`config.mk`:
```
export PLATFORM = sky130hd
export DESIGN_NAME = control_unit
export DESIGN_NICKNAME = d
export VERILOG_FILES = /design/src/rtl/cpu_pkg.sv /design/src/rtl/control_decode.sv /design/src/rtl/control_unit.sv
export SDC_FILE = /design/constraint.sdc
export NUM_CORES = 1
export LEC_CHECK = 0
export CORE_AREA = 2 2 39 41
export DETAILED_ROUTE_END_ITERATION = 10
export DIE_AREA = 0 0 41 43
export GPL_TIMING_DRIVEN = 0
export PLACE_DENSITY = 0.48
export SLEW_MARGIN = 20
export SYNTH_ARGS = -nofsm -noshare
export SYNTH_HDL_FRONTEND = slang
export SYNTH_SLANG_ARGS = --single-unit
```
`constraint.sdc`:
```
create_clock -name vclk -period 1
set_input_delay 0.1 -clock vclk [all_inputs]
set_output_delay 0.1 -clock vclk [all_outputs]
set_load 0.02 [all_outputs]
```
`src/rtl/cpu_pkg.sv`:
```
// Shared CPU definitions: opcode map, ALU function encodings and the
// packed control word passed from the decoder to the datapath.
package cpu_pkg;

  localparam logic [3:0] OP_NOP  = 4'h0;
  localparam logic [3:0] OP_AND  = 4'h1;
  localparam logic [3:0] OP_OR   = 4'h2;
  localparam logic [3:0] OP_ADD  = 4'h3;
  localparam logic [3:0] OP_SUB  = 4'h4;
  localparam logic [3:0] OP_CMP  = 4'h5;
  localparam logic [3:0] OP_IMM0 = 4'h6;
  localparam logic [3:0] OP_IMM1 = 4'h7;
  localparam logic [3:0] OP_LD   = 4'h8;
  localparam logic [3:0] OP_ST   = 4'h9;
  localparam logic [3:0] OP_JMP  = 4'hA;
  localparam logic [3:0] OP_JC0  = 4'hB;
  localparam logic [3:0] OP_JC1  = 4'hC;
  localparam logic [3:0] OP_JC2  = 4'hD;
  localparam logic [3:0] OP_BR0  = 4'hE;
  localparam logic [3:0] OP_BR1  = 4'hF;

  localparam logic [1:0] ALU_ADD = 2'b00;
  localparam logic [1:0] ALU_SUB = 2'b01;
  localparam logic [1:0] ALU_AND = 2'b10;
  localparam logic [1:0] ALU_OR  = 2'b11;

  typedef struct packed {
    logic       branch;
    logic       jump;
    logic       compare;
    logic       mem_read;
    logic       mem_write;
    logic       alu0;
    logic       alu1;
    logic [1:0] alu_func;
    logic       reg_load;
  } ctrl_t;

endpackage

```
`src/rtl/control_decode.sv`:
```
// Pure combinational opcode-to-control-word lookup.
module control_decode
  import cpu_pkg::*;
(
  input  logic [3:0] opcode_i,
  output ctrl_t      ctrl_o
);

  always_comb begin
    ctrl_o = '0;
    case (opcode_i)
      OP_AND: begin
        ctrl_o.alu0 = 1'b1; ctrl_o.alu1 = 1'b1; ctrl_o.reg_load = 1'b1;
        ctrl_o.alu_func = ALU_AND;
      end
      OP_OR: begin
        ctrl_o.alu0 = 1'b1; ctrl_o.alu1 = 1'b1; ctrl_o.reg_load = 1'b1;
        ctrl_o.alu_func = ALU_OR;
      end
      OP_ADD: begin
        ctrl_o.alu0 = 1'b1; ctrl_o.alu1 = 1'b1; ctrl_o.reg_load = 1'b1;
        ctrl_o.alu_func = ALU_ADD;
      end
      OP_SUB: begin
        ctrl_o.alu0 = 1'b1; ctrl_o.alu1 = 1'b1; ctrl_o.reg_load = 1'b1;
        ctrl_o.alu_func = ALU_SUB;
      end
      OP_CMP: begin
        ctrl_o.alu0 = 1'b1; ctrl_o.alu1 = 1'b1; ctrl_o.compare = 1'b1;
      end
      OP_IMM0, OP_IMM1: begin
        ctrl_o.alu0 = 1'b1; ctrl_o.reg_load = 1'b1;
      end
      OP_LD: begin
        ctrl_o.alu0 = 1'b1; ctrl_o.mem_read = 1'b1; ctrl_o.reg_load = 1'b1;
      end
      // Store address comes straight from the register path, not the ALU.
      OP_ST: begin
        ctrl_o.mem_write = 1'b1; ctrl_o.reg_load = 1'b1;
      end
      OP_JMP: begin
        ctrl_o.jump = 1'b1; ctrl_o.alu0 = 1'b1;
      end
      OP_JC0, OP_JC1, OP_JC2: begin
        ctrl_o.jump = 1'b1; ctrl_o.compare = 1'b1; ctrl_o.alu0 = 1'b1;
      end
      OP_BR0, OP_BR1: begin
        ctrl_o.branch = 1'b1; ctrl_o.alu0 = 1'b1;
      end
      default: ctrl_o = '0;
    endcase
  end

endmodule

```
`src/rtl/control_unit.sv`:
```
// Main instruction decoder: wraps control_decode with reset gating and an
// optional output register stage (REG_OUT=1) for pipelined integration.
module control_unit
  import cpu_pkg::*;
#(
  parameter bit REG_OUT = 1'b0
) (
  input  logic       clk,
  input  logic       rst_n,
  input  logic [3:0] opcode,
  output logic       branch,
  output logic       jump,
  output logic       compare,
  output logic       memRead,
  output logic       memWrite,
  output logic       alu0,
  output logic       alu1,
  output logic [1:0] aluFunc,
  output logic       regLoad
);

  ctrl_t ctrl_d;
  ctrl_t ctrl_out;

  control_decode u_decode (
    .opcode_i (opcode),
    .ctrl_o   (ctrl_d)
  );

  generate
    if (REG_OUT) begin : g_reg
      ctrl_t ctrl_q;

      always_ff @(posedge clk or negedge rst_n) begin
        if (!rst_n) ctrl_q <= '0;
        else        ctrl_q <= ctrl_d;
      end

      assign ctrl_out = ctrl_q;
    end else begin : g_comb
      // clk has no role in the combinational build.
      logic unused_clk;
      assign unused_clk = clk;
      assign ctrl_out   = rst_n ? ctrl_d : '0;
    end
  endgenerate

  assign branch   = ctrl_out.branch;
  assign jump     = ctrl_out.jump;
  assign compare  = ctrl_out.compare;
  assign memRead  = ctrl_out.mem_read;
  assign memWrite = ctrl_out.mem_write;
  assign alu0     = ctrl_out.alu0;
  assign alu1     = ctrl_out.alu1;
  assign aluFunc  = ctrl_out.alu_func;
  assign regLoad  = ctrl_out.reg_load;

endmodule

```
Word level (Yosys, flattened, before mapping)
Index checks and enable logic that the tools add are counted.
- word-level logic and storage cells: 31
- flip-flop bits (word level): 0
- output and inout port bits: 10
- input port bits: 6
- mux-type cells: 10
- reduce and logical (&&, ||, !) cells: 6
- eq/ne operators: 15
- operators by type and width (operator ; number):
    $eq A4 B4 Y1 const B ; 8
    $eq A4 B3 Y1 const B ; 4
    $reduce_or A14 Y1 ; 1
    $mux W10 ; 1
    $eq A4 B2 Y1 const B ; 2
    $mux W1 ; 8
    $reduce_or A4 Y1 ; 2
    $reduce_or A8 Y1 ; 1
    $pmux W2 S3 ; 1
    $reduce_or A5 Y1 ; 1
    $eq A4 B1 Y1 const B ; 1
    $reduce_or A2 Y1 ; 1

Logic depth before layout (Yosys ltp)
- depth in word-level cells: 4
- mapped depth: 4
- gate-level depth less buffers: 3

By module
Synthesis repeated with hierarchy kept, for this count alone.
- cells, all modules: 34
- area, all modules: 230.2 um^2
- modules (own cells, without submodules) (module ; area each (um^2) ; cells each ; times used ; sequential area each (um^2)):
    control_decode ; 167.7 ; 24 ; 1 ; 0.0
    control_unit ; 62.6 ; 10 ; 1 ; 0.0

Worst setup path before layout
Ideal clock, no wire load.
- path kind: in2out
- start point: input opcode[3]
- end point: output alu1
- path slack: 0.017 ns
- arrival time: 0.883 ns
- stages: 3
- buffers on the path: 1
- data required time: 0.900 ns
- cells stage by stage: buf_6 nand2b_4 nor3b_1
- longest elaborated chain between the ends: 4
- elaborated cells on any way between the ends: 8
- classes of those cells: eq/ne: 5; mux: 2; reduce/logical: 1
- RTL lines (element ; RTL line ; text):
    start: declaration ; control_unit.sv:10 ; input logic [3:0] opcode,
    $eq A4 B1 Y1, or another cell as far along ; control_decode.sv:11 ; case (opcode_i)
    $reduce_or A5 Y1 (no source line) (*) ; n/a ;
    $mux W1 (*) ; control_decode.sv:11 ;
    $mux W10 (*) ; control_unit.sv:44 ; assign ctrl_out = rst_n ? ctrl_d : '0;
    end: declaration ; control_unit.sv:17 ; output logic alu1,
Mark *: on every way between the ends. The rest lies on a longest branch, timed or not.

Worst setup path after layout
- start point: input rst_n
- end point: output branch
- longest elaborated chain between the ends: 1
- RTL lines (element ; RTL line ; text):
    start: declaration ; control_unit.sv:9 ; input logic rst_n,
    $mux W10 ; control_unit.sv:44 ;
    end: declaration ; control_unit.sv:11 ; output logic branch,
Every way passes these cells.

==> metrics.md <==
| Metric | Value |
|---|---|
| Status | `completed` |
| WP data required | `roughly 900 ps` |
| Sequential share of the synthesized area | `0%` |
| CLK BUF | `0` |
| Total global routing overflow | `0` |
| Syn_nets | `35` |
| All-Layer GR Usage | `approximately 6.6%` |
| Startpoint Class | `input pin` |
| P_sw | `roughly 78 uW` |
| Worst Tran Pin Value | `209 ps` |
| CP Class | `input pin to primary output` |
| Vias in the first global route | `approximately 200` |
| Internal power | `around 70 uW` |
| Hold_buf cts | `0` |
| Routed Antenna Nets | `0` |
| Vias | `roughly 240` |
| Die H | `around 43 um` |
| Final Hold Viols | `0` |
| P&R area growth vs syn | `53.3%` |
| Final GP Congestion | `around 0.65` |
| Distinct cells, synth | `22` |
| Synth warn | `0` |
| Die W | `41 um` |
| Sw Share | `between 50% and 60%` |
| Worst hold-check path type | `input pin to primary output` |
| Clock power share | `0%` |
| Combinational power share | `100.0%` |
| Share of power burned in registers | `0%` |
| Slack of the critical path | `around 77 ps` |
| Slew Limit Fails | `0` |
| Slew HR | `roughly 86%` |
| DP Worst Slack | `-764 ps` |
| Sequential cell area | `0 um2` |
| Fin nets | `50` |
| Crit. End Element | `primary output` |
| Initial Util | `approximately 16%` |
| Drt wl/cell | `10.0 um` |
| Worst vdd ir | `about 0.00011 V` |
| Row cnt | `14` |
| First-pass GRT wire length | `around 900 um` |
| Largest net degree at the start of global routing | `11` |
| Post-Syn Area | `approximately 230 um2` |
| PD cells | `approximately 430 nW/um2` |
| Post-Route Setup TNS | `0 ps` |
| Max-Cap Viols | `0` |
| RSZ-0062 raised after global routing | `false` |
| FFs & Latches | `0` |
| DRT iter0 DRCs | `3` |
| 1st-pass router iterations | `4` |
| IO Count | `16` |
| Tmin final | `923 ps` |
| Fin util | `25.2%` |
| Die ar. | `~1800 um2` |
| Core area | `between 1000 and 1500 um2` |
| Tcrit/Tclk final | `a little over 90%` |
| DP HPWL | `395 um` |
| Post-CTS Setup Bufs | `0` |
| Total Wirelength | `just under 600 um` |
| Port bufs | `12` |
| Antenna cell count | `0` |
| Initial antenna violation count | `0` |
| Share of cells above drive strength 1 | `a little over half` |
| F_max | `approximately 1100 MHz` |
| CP Max Fanout | `7` |
| Gate count of the mapped netlist | `29` |
| Avg Cell Area, Syn | `7.85 um2` |
| Via/cell ratio | `between 4 and 5` |
| Setup violations, final | `0` |
| Drc violations | `0` |
| CP Data Arrival Time | `820 ps` |
| Leak | `approximately 0.00017 uW` |
==> kinds of logic (layout without fill, tap and decap cells) <==
kind of cell	Yosys count	after routing	share of synthesized area, %
compound gates	5	5	14.3
xor+xnor	3	3	11.5
mux	1	1	4.40
simple gates	15	15	50.0
buf+inv	5	18	19.8
==> final timing paths <==
kind	start	end	slack, ps	depth (start not counted)
setup / recovery	rst_n	branch	80	4
hold / removal	opcode[0]	aluFunc[0]	510	3
==> cell type report <==
type | count | area, um2
timing repair buffer | 13 | 85.1
buffer | 4 | 45.0
fill | 159 | 1030
inverter | 1 | 3.75
tap | 16 | 20.0
multi-input combinational | 24 | 195
==> layout by cell type (no fill, tap or decap) <==
master	instances
nor3_2	1
and2_1	1
a21oi_1	1
o2bb2ai_1	1
and4bb_2	1
nor2b_4	1
o31a_1	1
buf_2	8
nor3_1	2
nor2b_1	1
nor3b_2	1
xor2_1	1
mux2i_1	1
o21ai_0	2
nand2_1	2
nor2_1	2
buf_6	4
and4b_1	1
xnor2_1	1
buf_4	3
xnor2_2	1
inv_1	1
nand4b_1	1
nand2b_4	1
clkdlybuf4s15_2	2
==> what timing repair did <==
| action | CTS | global route |
|---|---|---|
| endpoints found under the setup margin | 10 | 3 |
| endpoints found under the hold margin | 0 | 0 |
| resized for setup | 53 | 1 |
| cloned | 1 | 0 |
| pin swaps | 0 | 0 |
==> cell usage after synthesis <==
library cell	number	area, um2
nand2_1	2	7.51
and4b_1	1	10.0
o2bb2ai_1	1	8.76
and4bb_2	1	12.5
nor2b_1	1	6.26
nor3b_1	1	7.51
nor3_2	1	10.0
inv_1	1	3.75
nor2_1	2	7.51
and2_1	1	6.26
xnor2_1	2	17.5
buf_4	1	7.51
mux2i_1	1	10.0
xor2_1	1	8.76
nand4b_1	1	8.76
buf_6	3	33.8
nor3_1	2	10.0
o31a_1	1	8.76
nor2b_4	1	13.8
a21oi_1	1	5.00
o21ai_0	2	10.0
nand2b_4	1	13.8
==> worst max-delay path: stages <==
cell             delay, ps
clkdlybuf4s15_2        260
nand2_1                100
nor2_1                 110
clkdlybuf4s15_2        260
==> metrics by stage <==
stage,hold slack [ps],total power (uW),area [um2],cells
final,509,149,349,58
after CTS,509,151,355,58
after global routing,523,159,349,58
after global placement,887,154,368,57
after detailed placement,890,154,368,57
after floorplan,323,100,228,29
==> layer usage <==
metal  up-vias  global-route usage (%)  part of all wire [%]
met3         0                       0                   3.8
met4         0                       0                     0
met5         -                       0                     0
met2         6                    10.3                    47
li1        127                       -                     -
met1       103                    10.5                    49
==> power groups by stage <==
stage	clock [uW]	sequential, uW	combinational (uW)
3_3_place_gp	0	0	154
3_5_place_dp	0	0	154
4_1_cts	0	0	151
2_1_floorplan	0	0	100
6_report	0	0	149
5_1_grt	0	0	159
Power figures use the tool's default switching activity.
